--- src/rtl/fp18_div_seq.sv ---
// Sequential 18-bit floating-point divider R = X / Y (sign, 6-bit exponent, 11-bit mantissa).
// Radix-2 restoring mantissa divide with valid/ready handshakes and fixed 16-edge latency.
module fp18_div_seq #(
    parameter int EXP_W = 6,
    parameter int MAN_W = 11,
    parameter int BIAS  = 31,
    parameter int ITER  = 14
) (
    input  logic                   clk,
    input  logic                   rst,
    input  logic                   in_valid,
    output logic                   in_ready,
    input  logic [EXP_W+MAN_W:0]   X,
    input  logic [EXP_W+MAN_W:0]   Y,
    output logic                   out_valid,
    input  logic                   out_ready,
    output logic [EXP_W+MAN_W:0]   R,
    output logic                   div_by_zero
);
    localparam int W = 1 + EXP_W + MAN_W;
    localparam logic [EXP_W-1:0] EXP_MAX = '1;

    typedef enum logic [1:0] {
        S_IDLE = 2'd0,
        S_DIV  = 2'd1,
        S_NORM = 2'd2,
        S_DONE = 2'd3
    } state_t;

    state_t           r_state, w_next;
    logic [W-1:0]     r_x, r_y, r_res;
    logic [MAN_W+1:0] r_rem;
    logic [ITER-1:0]  r_q;
    logic [3:0]       r_cnt;
    logic             r_dbz, r_out_valid;

    logic [MAN_W:0]   w_my;
    logic             w_ge;
    logic [MAN_W+1:0] w_sub, w_sel, w_rem_nxt;

    logic [EXP_W-1:0] w_xe, w_ye;
    logic             w_sign, w_x_zero, w_y_zero, w_x_inf, w_y_inf, w_x_nan, w_y_nan;
    logic             w_int, w_guard, w_sticky, w_inc;
    logic [MAN_W-1:0] w_mant;
    logic [MAN_W:0]   w_mant_sum;
    logic [7:0]       w_e_base, w_e_raw, w_e_rnd;
    logic [W-1:0]     w_inf, w_zero, w_res;
    logic             w_dbz;

    assign in_ready    = (r_state == S_IDLE);
    assign out_valid   = r_out_valid;
    assign R           = r_res;
    assign div_by_zero = r_dbz;

    // Next-state decode
    always_comb begin
        w_next = r_state;
        case (r_state)
            S_IDLE: if (in_valid) w_next = S_DIV; else w_next = S_IDLE;
            S_DIV:  if (r_cnt == 4'(ITER - 1)) w_next = S_NORM; else w_next = S_DIV;
            S_NORM: w_next = S_DONE;
            S_DONE: if (r_out_valid && out_ready) w_next = S_IDLE; else w_next = S_DONE;
            default: w_next = S_IDLE;
        endcase
    end

    // One restoring-division step: trial subtract, keep on success, shift left
    always_comb begin
        w_my = {1'b1, r_y[MAN_W-1:0]};
        w_ge = (r_rem >= {1'b0, w_my});
        w_sub = r_rem - {1'b0, w_my};
        if (w_ge) w_sel = w_sub; else w_sel = r_rem;
        w_rem_nxt = w_sel << 1;
    end

    // Operand classification, normalise, round-to-nearest-even, pack and special-case override
    always_comb begin
        w_xe     = r_x[W-2:MAN_W];
        w_ye     = r_y[W-2:MAN_W];
        w_sign   = r_x[W-1] ^ r_y[W-1];
        w_x_zero = (w_xe == '0);
        w_y_zero = (w_ye == '0);
        w_x_inf  = (w_xe == EXP_MAX) && (r_x[MAN_W-1:0] == '0);
        w_y_inf  = (w_ye == EXP_MAX) && (r_y[MAN_W-1:0] == '0);
        w_x_nan  = (w_xe == EXP_MAX) && (r_x[MAN_W-1:0] != '0);
        w_y_nan  = (w_ye == EXP_MAX) && (r_y[MAN_W-1:0] != '0);

        w_int    = r_q[ITER-1];
        w_e_base = {2'b00, w_xe} - {2'b00, w_ye} + 8'(BIAS);
        if (w_int) begin
            w_mant   = r_q[ITER-2 -: MAN_W];
            w_guard  = r_q[1];
            w_sticky = r_q[0] | (|r_rem);
            w_e_raw  = w_e_base;
        end else begin
            w_mant   = r_q[ITER-3 -: MAN_W];
            w_guard  = r_q[0];
            w_sticky = |r_rem;
            w_e_raw  = w_e_base - 8'd1;
        end
        w_inc      = w_guard & (w_sticky | w_mant[0]);
        w_mant_sum = {1'b0, w_mant} + {{MAN_W{1'b0}}, w_inc};
        w_e_rnd    = w_e_raw + {7'd0, w_mant_sum[MAN_W]};

        w_inf  = {w_sign, EXP_MAX, {MAN_W{1'b0}}};
        w_zero = {w_sign, {(W-1){1'b0}}};
        w_dbz  = 1'b0;
        if ($signed(w_e_rnd) >= $signed({2'b00, EXP_MAX})) begin
            w_res = w_inf;
        end else if ($signed(w_e_rnd) <= $signed(8'd0)) begin
            w_res = w_zero;
        end else begin
            w_res = {w_sign, w_e_rnd[EXP_W-1:0], w_mant_sum[MAN_W-1:0]};
        end

        if (w_x_nan || w_y_nan || (w_x_zero && w_y_zero) || (w_x_inf && w_y_inf)) begin
            w_res = {1'b0, EXP_MAX, 1'b1, {(MAN_W-1){1'b0}}};
        end else if (w_y_zero && !w_x_inf) begin
            w_res = w_inf;
            w_dbz = 1'b1;
        end else if (w_x_inf) begin
            w_res = w_inf;
        end else if (w_x_zero || w_y_inf) begin
            w_res = w_zero;
        end else begin
            w_res = w_res;
        end
    end

    // State, datapath and output registers; out_valid follows DONE entry by one edge
    always_ff @(posedge clk or posedge rst) begin
        if (rst) begin
            r_state     <= S_IDLE;
            r_x         <= '0;
            r_y         <= '0;
            r_rem       <= '0;
            r_q         <= '0;
            r_cnt       <= 4'd0;
            r_res       <= '0;
            r_dbz       <= 1'b0;
            r_out_valid <= 1'b0;
        end else begin
            r_state <= w_next;
            case (r_state)
                S_IDLE: begin
                    if (in_valid) begin
                        r_x   <= X;
                        r_y   <= Y;
                        r_rem <= {2'b01, X[MAN_W-1:0]};
                        r_q   <= '0;
                        r_cnt <= 4'd0;
                    end
                end
                S_DIV: begin
                    r_rem <= w_rem_nxt;
                    r_q   <= {r_q[ITER-2:0], w_ge};
                    r_cnt <= r_cnt + 4'd1;
                end
                S_NORM: begin
                    r_res <= w_res;
                    r_dbz <= w_dbz;
                end
                S_DONE: r_out_valid <= ~(r_out_valid & out_ready);
                default: r_out_valid <= 1'b0;
            endcase
        end
    end
endmodule

--- config.mk ---
export PLATFORM = sky130hd
export DESIGN_NAME = fp18_div_seq
export DESIGN_NICKNAME = d
export VERILOG_FILES = /design/src/rtl/fp18_div_seq.sv
export SDC_FILE = /design/constraint.sdc
export NUM_CORES = 1
export LEC_CHECK = 0
export CAP_MARGIN = 25
export CORE_ASPECT_RATIO = 1.5
export CORE_MARGIN = 4
export CORE_UTILIZATION = 33
export CTS_CLUSTER_SIZE = 24
export DETAILED_ROUTE_END_ITERATION = 7
export MAX_ROUTING_LAYER = met4
export PLACE_DENSITY = 0.53
export SLEW_MARGIN = 25
export SYNTH_ARGS = -nofsm -noshare
export SYNTH_HDL_FRONTEND = slang
export SYNTH_SLANG_ARGS = --single-unit
--- constraint.sdc ---
create_clock -name clk -period 9.2 [get_ports clk]
set_clock_uncertainty 0.2 [all_clocks]
set_input_delay 1.84 -clock clk [delete_from_list [all_inputs] [get_ports clk]]
set_output_delay 1.84 -clock clk [all_outputs]
set_load 0.03 [all_outputs]
Word-level counts from Yosys, hierarchy flattened
Index checks and enable logic that the tools add are counted.

word-level totals
  register bits after elaboration = 89
  bits of input ports = 40
  output and inout port bits = 21
  word-level logic and storage cells = 79

operators by class
  add/subtract/negate cells = 7
  magnitude comparators = 3
  eq/ne operators = 7
  muxes and demuxes = 23
  bitwise operators = 6
  reductions and logical operators = 24

operator list
  cell                                                            number
  two-way mux 17 bit                                              5
  case mux 14 bit (2 select lines)                                1
  case mux 13 bit (2 select lines)                                1
  zero test 11 bit                                                2
  nonzero test 11 bit                                             2
  two-way mux 18 bit                                              1
  two-way mux 14 bit                                              1
  >= comparator 13 x 12 -> 1 bit                                  1
  two-way mux 13 bit                                              1
  OR reduction 13 bit                                             1
  adder 11 x 1 -> 12 bit                                          1
  == test 6 bit, second input constant                            2
  zero test 6 bit                                                 2
  two-way mux 12 bit                                              1
  subtractor 12 bit                                               1
  two-way mux 11 bit                                              1
  adder 7 x 6 -> 8 bit, second input constant                     1
  adder 8 x 1 -> 8 bit                                            1
  >= comparator 8 x 7 -> 1 bit, second input constant             1
  less-or-equal comparator 8 x 1 -> 1 bit, second input constant  1
  logical AND 1 bit                                               8
  two-way mux 8 bit                                               1
  case mux 2 bit (4 select lines)                                 1
  case mux 4 bit (2 select lines)                                 1
  19 further kinds                                                31

Longest topological paths before layout
  depth after elaboration = 14
  mapped depth = 16
  depth with buffers taken out = 15

Least setup slack after synthesis
OpenSTA, ideal clock, no wires.

  kind = flip-flop to flip-flop
  start point = register r_x[11]
  end point = register r_res[0] (netlist: R[0])
  setup time = 92 ps
  arrival time = 3591 ps
  data required time = 8908 ps
  path slack = 5317 ps
  cell stages (with the launch flop) = 17
  path buffers = 1
  period minus slack after synthesis = 3883 ps
  cells stage by stage = dfrtp_1 -> inv_1 -> ha_1 -> inv_1 -> fa_1 -> inv_1 -> ha_1 -> xnor3_1 -> nand3_2 -> and2_4 -> a2111oi_4 -> xor2_2 -> and2_1 -> a31o_1 -> or3_1 -> buf_6 -> o31ai_2

between the ends
  cells in the longest elaborated chain, start to end = 12
  elaborated cells on any way between the ends = 25
  those cells by class = add/sub: 4; order compare: 2; eq/ne: 1; mux: 7; reduce/logical: 11

ends and longest elaborated chain
  what                                     line  text
  start, declared                          31    logic [W-1:0] r_x, r_y, r_res;
  start signal, assigned                   134   r_x <= '0;
  start signal, assigned                   147   r_x <= X;
  subtractor 6 x 6 -> 7 bit                89    w_e_base = {2'b00, w_xe} - {2'b00, w_ye} + 8'(BIAS);
  adder 7 x 6 -> 8 bit                     89
  subtractor 8 x 1 -> 8 bit                99    w_e_raw = w_e_base - 8'd1;
  two-way mux 8 bit                        90    if (w_int) begin
  adder 8 x 1 -> 8 bit                     103   w_e_rnd = w_e_raw + {7'd0, w_mant_sum[MAN_W]};
  less-or-equal comparator 8 x 1 -> 1 bit  110   end else if ($signed(w_e_rnd) <= $signed(8'd0)) begin
  two-way mux 17 bit                       110
  two-way mux 17 bit                       108   if ($signed(w_e_rnd) >= $signed({2'b00, EXP_MAX})) begin
  two-way mux 17 bit                       123   end else if (w_x_zero || w_y_inf) begin
  two-way mux 17 bit                       121   end else if (w_x_inf) begin
  two-way mux 17 bit                       118   end else if (w_y_zero && !w_x_inf) begin
  two-way mux 18 bit (*)                   116   if (w_x_nan || w_y_nan || (w_x_zero && w_y_zero) || (w_x_inf && w_y_inf)) begin
  end signal, assigned                     160   r_res <= w_res;
  end, declared                            31

Every way passes the cells marked *; elsewhere a longest branch is shown, timed or not.
A chain may end at the register's enable or synchronous reset.

Worst setup path in the final report
  start point = register r_q[13]
  end point = register r_res[2] (netlist: R[2])

between the ends
  cells in the longest elaborated chain, start to end = 12
  elaborated cells on any way between the ends = 16
  those cells by class = add/sub: 2; order compare: 2; mux: 10; bitwise: 2

ends and longest elaborated chain
  what                                                            line  text
  start, declared                                                 33    logic [ITER-1:0] r_q;
  start signal, assigned                                          156   r_q <= {r_q[ITER-2:0], w_ge};
  two-way mux 1 bit / two-way mux 11 bit (equally long branches)  90
  OR 1 bit                                                        101   w_inc = w_guard & (w_sticky | w_mant[0]);
  AND 1 bit                                                       101
  adder 11 x 1 -> 12 bit                                          102   w_mant_sum = {1'b0, w_mant} + {{MAN_W{1'b0}}, w_inc};
  adder 8 x 1 -> 8 bit                                            103
  less-or-equal comparator 8 x 1 -> 1 bit                         110
  two-way mux 17 bit                                              110
  two-way mux 17 bit (*)                                          108
  two-way mux 17 bit (*)                                          123
  two-way mux 17 bit (*)                                          121
  two-way mux 17 bit (*)                                          118
  two-way mux 18 bit (*)                                          116

Marked as above.

==> impl_metrics.py <==
metrics = {
    "outcome": {
        "run_status": "complete, no violations",
    },
    "synth": {
        "yosys_most_used_dff": "dfrtp_1",
        "post_synth_instance_area_mm2": 0.00577,
        "synth_top_family_by_area": "simple AND/OR/NAND/NOR gates",
        "synth.area.top_cells": "dfrtp_1, nand2_1, ha_1",
        "yosys.area.top_type": "dfrtp_1",
        "adder_cell_fraction_of_synth_area_pct": 5.90,
        "synth-warning-count": 0,
        "synth_edf_count": 0,
        "synth_area_per_cell_um2": 8.71,
        "post-synth-top-area-fraction_pct": 38.6,
        "synth_simple_gate_area_share_pct": 23.2,
        "synth_xor_xnor_area_share_pct": 5.81,
        "synth-compound-area-share_pct": 18.6,
        "muxShareOfSynthArea_pct": 2.89,
        "yosys.cell_types.count": 79,
        "post_synth_inst_count": 662,
        "ys_ff_latch": 89,
        "postSynthNetCount": 728,
        "seq_area_frac_synth_pct": 38.6,
        "ys_async_sr_fraction_pct": 100,
    },
    "clock_network": {
        "tritoncts.num_buffers": 9,
        "cts_max_path_buffers": 2,
        "clk-insertion-delay-late_ns": 0.34,
        "postCtsResizedCells": 0,
        "clock_sink_count": 89,
        "cts_hold_buf": 0,
        "path_clk_slew_ns": 0.07,
        "tritoncts_clock_tree": "yes",
        "cts_root_buffer": "clkbuf_16",
        "cts_max_level": 3,
        "post-cts-setup-buffers": 0,
    },
    "cells_and_area": {
        "nNetsFinal": 775,
        "area_growth_pct": 18.4,
        "n_fill_cell": 1762,
        "multiInputGateArea_mm2": 0.00326,
        "area.sequential_mm2": 0.00223,
        "diodes_inserted": 0,
        "layout_commonest_cell": "nand2_1",
        "layout.cells.most_common_list": "nand2_1, dfrtp_1, clkdlybuf4s50_1, inv_1, o21ai_0",
        "drive_gt1_share_pct": 8.82,
        "stdcell_count": 924,
    },
    "die": {
        "coreArea_mm2": 0.0170,
        "floorplan.die.height_um": 170,
        "die_w_um": 116,
        "initial_core_utilization_pct": 34.0,
        "placement_rows": 58,
        "die-area_mm2": 0.0197,
        "io_pins": 61,
    },
    "sta": {
        "grt_setup_unrepaired": "no",
        "slew-limit-headroom_pct": 38.5,
        "final_hold_viol_count": 0,
        "number_of_setup_violations_in_the_final_report": 0,
        "worst_slew_pin_slew_ns": 0.923,
        "tns_ns": 0,
        "fmax_mhz": 225,
        "layout_worst_path_cycle_share_pct": 48.3,
        "timing.final.max_slew_violations": 0,
        "layout_min_cycle_time_ns": 4.44,
    },
    "global_route": {
        "grt_first_pass_wirelength_um": 24300,
        "initial_antenna_violation_count": 0,
        "pin_count_of_the_biggest_net_entering_global_routing": 71,
        "vias_in_the_first_global_route": 4922,
        "total_overflow_reported_by_the_global_router": 0,
        "grtUsageTotal_pct": 15.8,
    },
    "route": {
        "vias_per_cell": 5.18,
        "drc": 0,
        "first_pass_iters": 6,
        "drt-initial-drc-count": 193,
        "vias": 4788,
        "final_wirelength_um": 14400,
        "drt.antenna.violating_nets": 0,
        "route.detailed.wl_per_inst_um": 15.6,
    },
    "setup_path": {
        "ff2ff_path_depth": 14,
        "critical_path_class": "reg -> reg",
        "r2r_end": "R[2]$_DFFE_PP0N_",
        "critPathRequiredTime_ns": 9.25,
        "r2r_start": "r_q[13]$_DFFE_PP0P_",
        "startpoint_type": "register",
        "setup.reg_to_reg.worst_slack_ns": 4.76,
        "cp-end-kind": "register",
        "critical_path.max_fanout": 17,
        "critPathArrivalTime_ns": 4.49,
        "cp-startpoint": "r_q[13]$_DFFE_PP0P_",
    },
    "hold_path": {
        "holdPathEnd": "r_x[4]$_DFFE_PP0P_",
        "hold-path-cell-count": 2,
        "hp-start": "r_x[4]$_DFFE_PP0P_",
        "timing.hold.worst.class": "reg -> reg",
    },
    "placed_design": {
        "gpl.final_weighted_congestion": 0.887,
        "buffers_on_ports": 60,
        "detailedPlacementHpwl_um": 11100,
        "placedCellCount": 908,
    },
    "run": {
        "cap_viol_max_count": 0,
    },
}
flip-flops by register name, indices dropped and copies added (netlist names):
register     count
r_y             18
R               18
out_valid        1
r_cnt            4
div_by_zero      1
r_rem           13
r_state          2
r_x             18
r_q             14
cells in the mapped netlist, drive strengths merged (6+ instances only):
cell,instances
a21boi,6
a21oi,29
a31oi,6
and2,10
and3,7
buf,9
clkbuf,23
dfrtp,89
ha,24
inv,38
mux2i,12
nand2,148
nand3,34
nand4,8
nor2,31
nor2b,10
nor3,8
nor3b,6
nor4,9
o21ai,37
o31ai,15
xnor2,17
xor2,14
critical path, stage by stage, from the launching register on:
cell and delay (ns):
dfrtp_1 0.57, nand2b_1 0.26, a21oi_1 0.22, nor3b_1 0.34, nand3_1 0.17, nor3b_1 0.29
and3b_1 0.21, ha_1 0.20, ha_1 0.29, a21oi_1 0.16, o22ai_1 0.10, mux2_2 0.27
and3_1 0.22, or3_1 0.55, o31ai_2 0.29
kinds of logic after synthesis:
family / after synthesis
AOI/OAI and AO/OA: 143
muxes: 15
buffers and inverters: 70
and+or+nand+nor: 287
adders and majority gates: 26
DFF: 89
xor gates and xnor gates: 32
through the flow:
stage | instance area [um2] | setup WS [ns] | hold slack (ns) | utilization [%]
after CTS | 6830 | 4.73 | 0.281 | 40.2
after floorplan | 5770 | 4.85 | 0.246 | -
final | 6830 | 4.76 | 0.277 | 40.2
after detailed placement | 6550 | 4.76 | 0.266 | 38.6
after global placement | 6550 | 4.94 | 0.261 | 38.6
after global routing | 6830 | 4.40 | 0.290 | 40.2
layout make-up:
cell class,count,area share (%)
Tap cell,210,3.85
Clock inverter,6,0.605
Inverter,38,2.11
Clock buffer,10,3.50
Timing Repair Buffer,68,9.67
Multi-Input combinational cell,503,47.7
Sequential cell,89,32.6
how the worst max path moves through the flow:
stage / end / depth (start not counted)
global placement: R[2]$_DFFE_PP0N_ / 14
floorplan: R[0]$_DFFE_PP0N_ / 1
global route: R[5]$_DFFE_PP0N_ / 14
detailed placement: R[2]$_DFFE_PP0N_ / 14
finish: R[2]$_DFFE_PP0N_ / 14
CTS: R[2]$_DFFE_PP0N_ / 14
routing by layer:
metal	global-route usage, %	wire [um]
met5	-	0
met2	28.1	7630
met4	4.19	224
met3	2.38	377
met1	18.2	6210
Power is not shown: default switching activity piles up to over one toggle a cycle in this logic, so the estimate is an artifact.
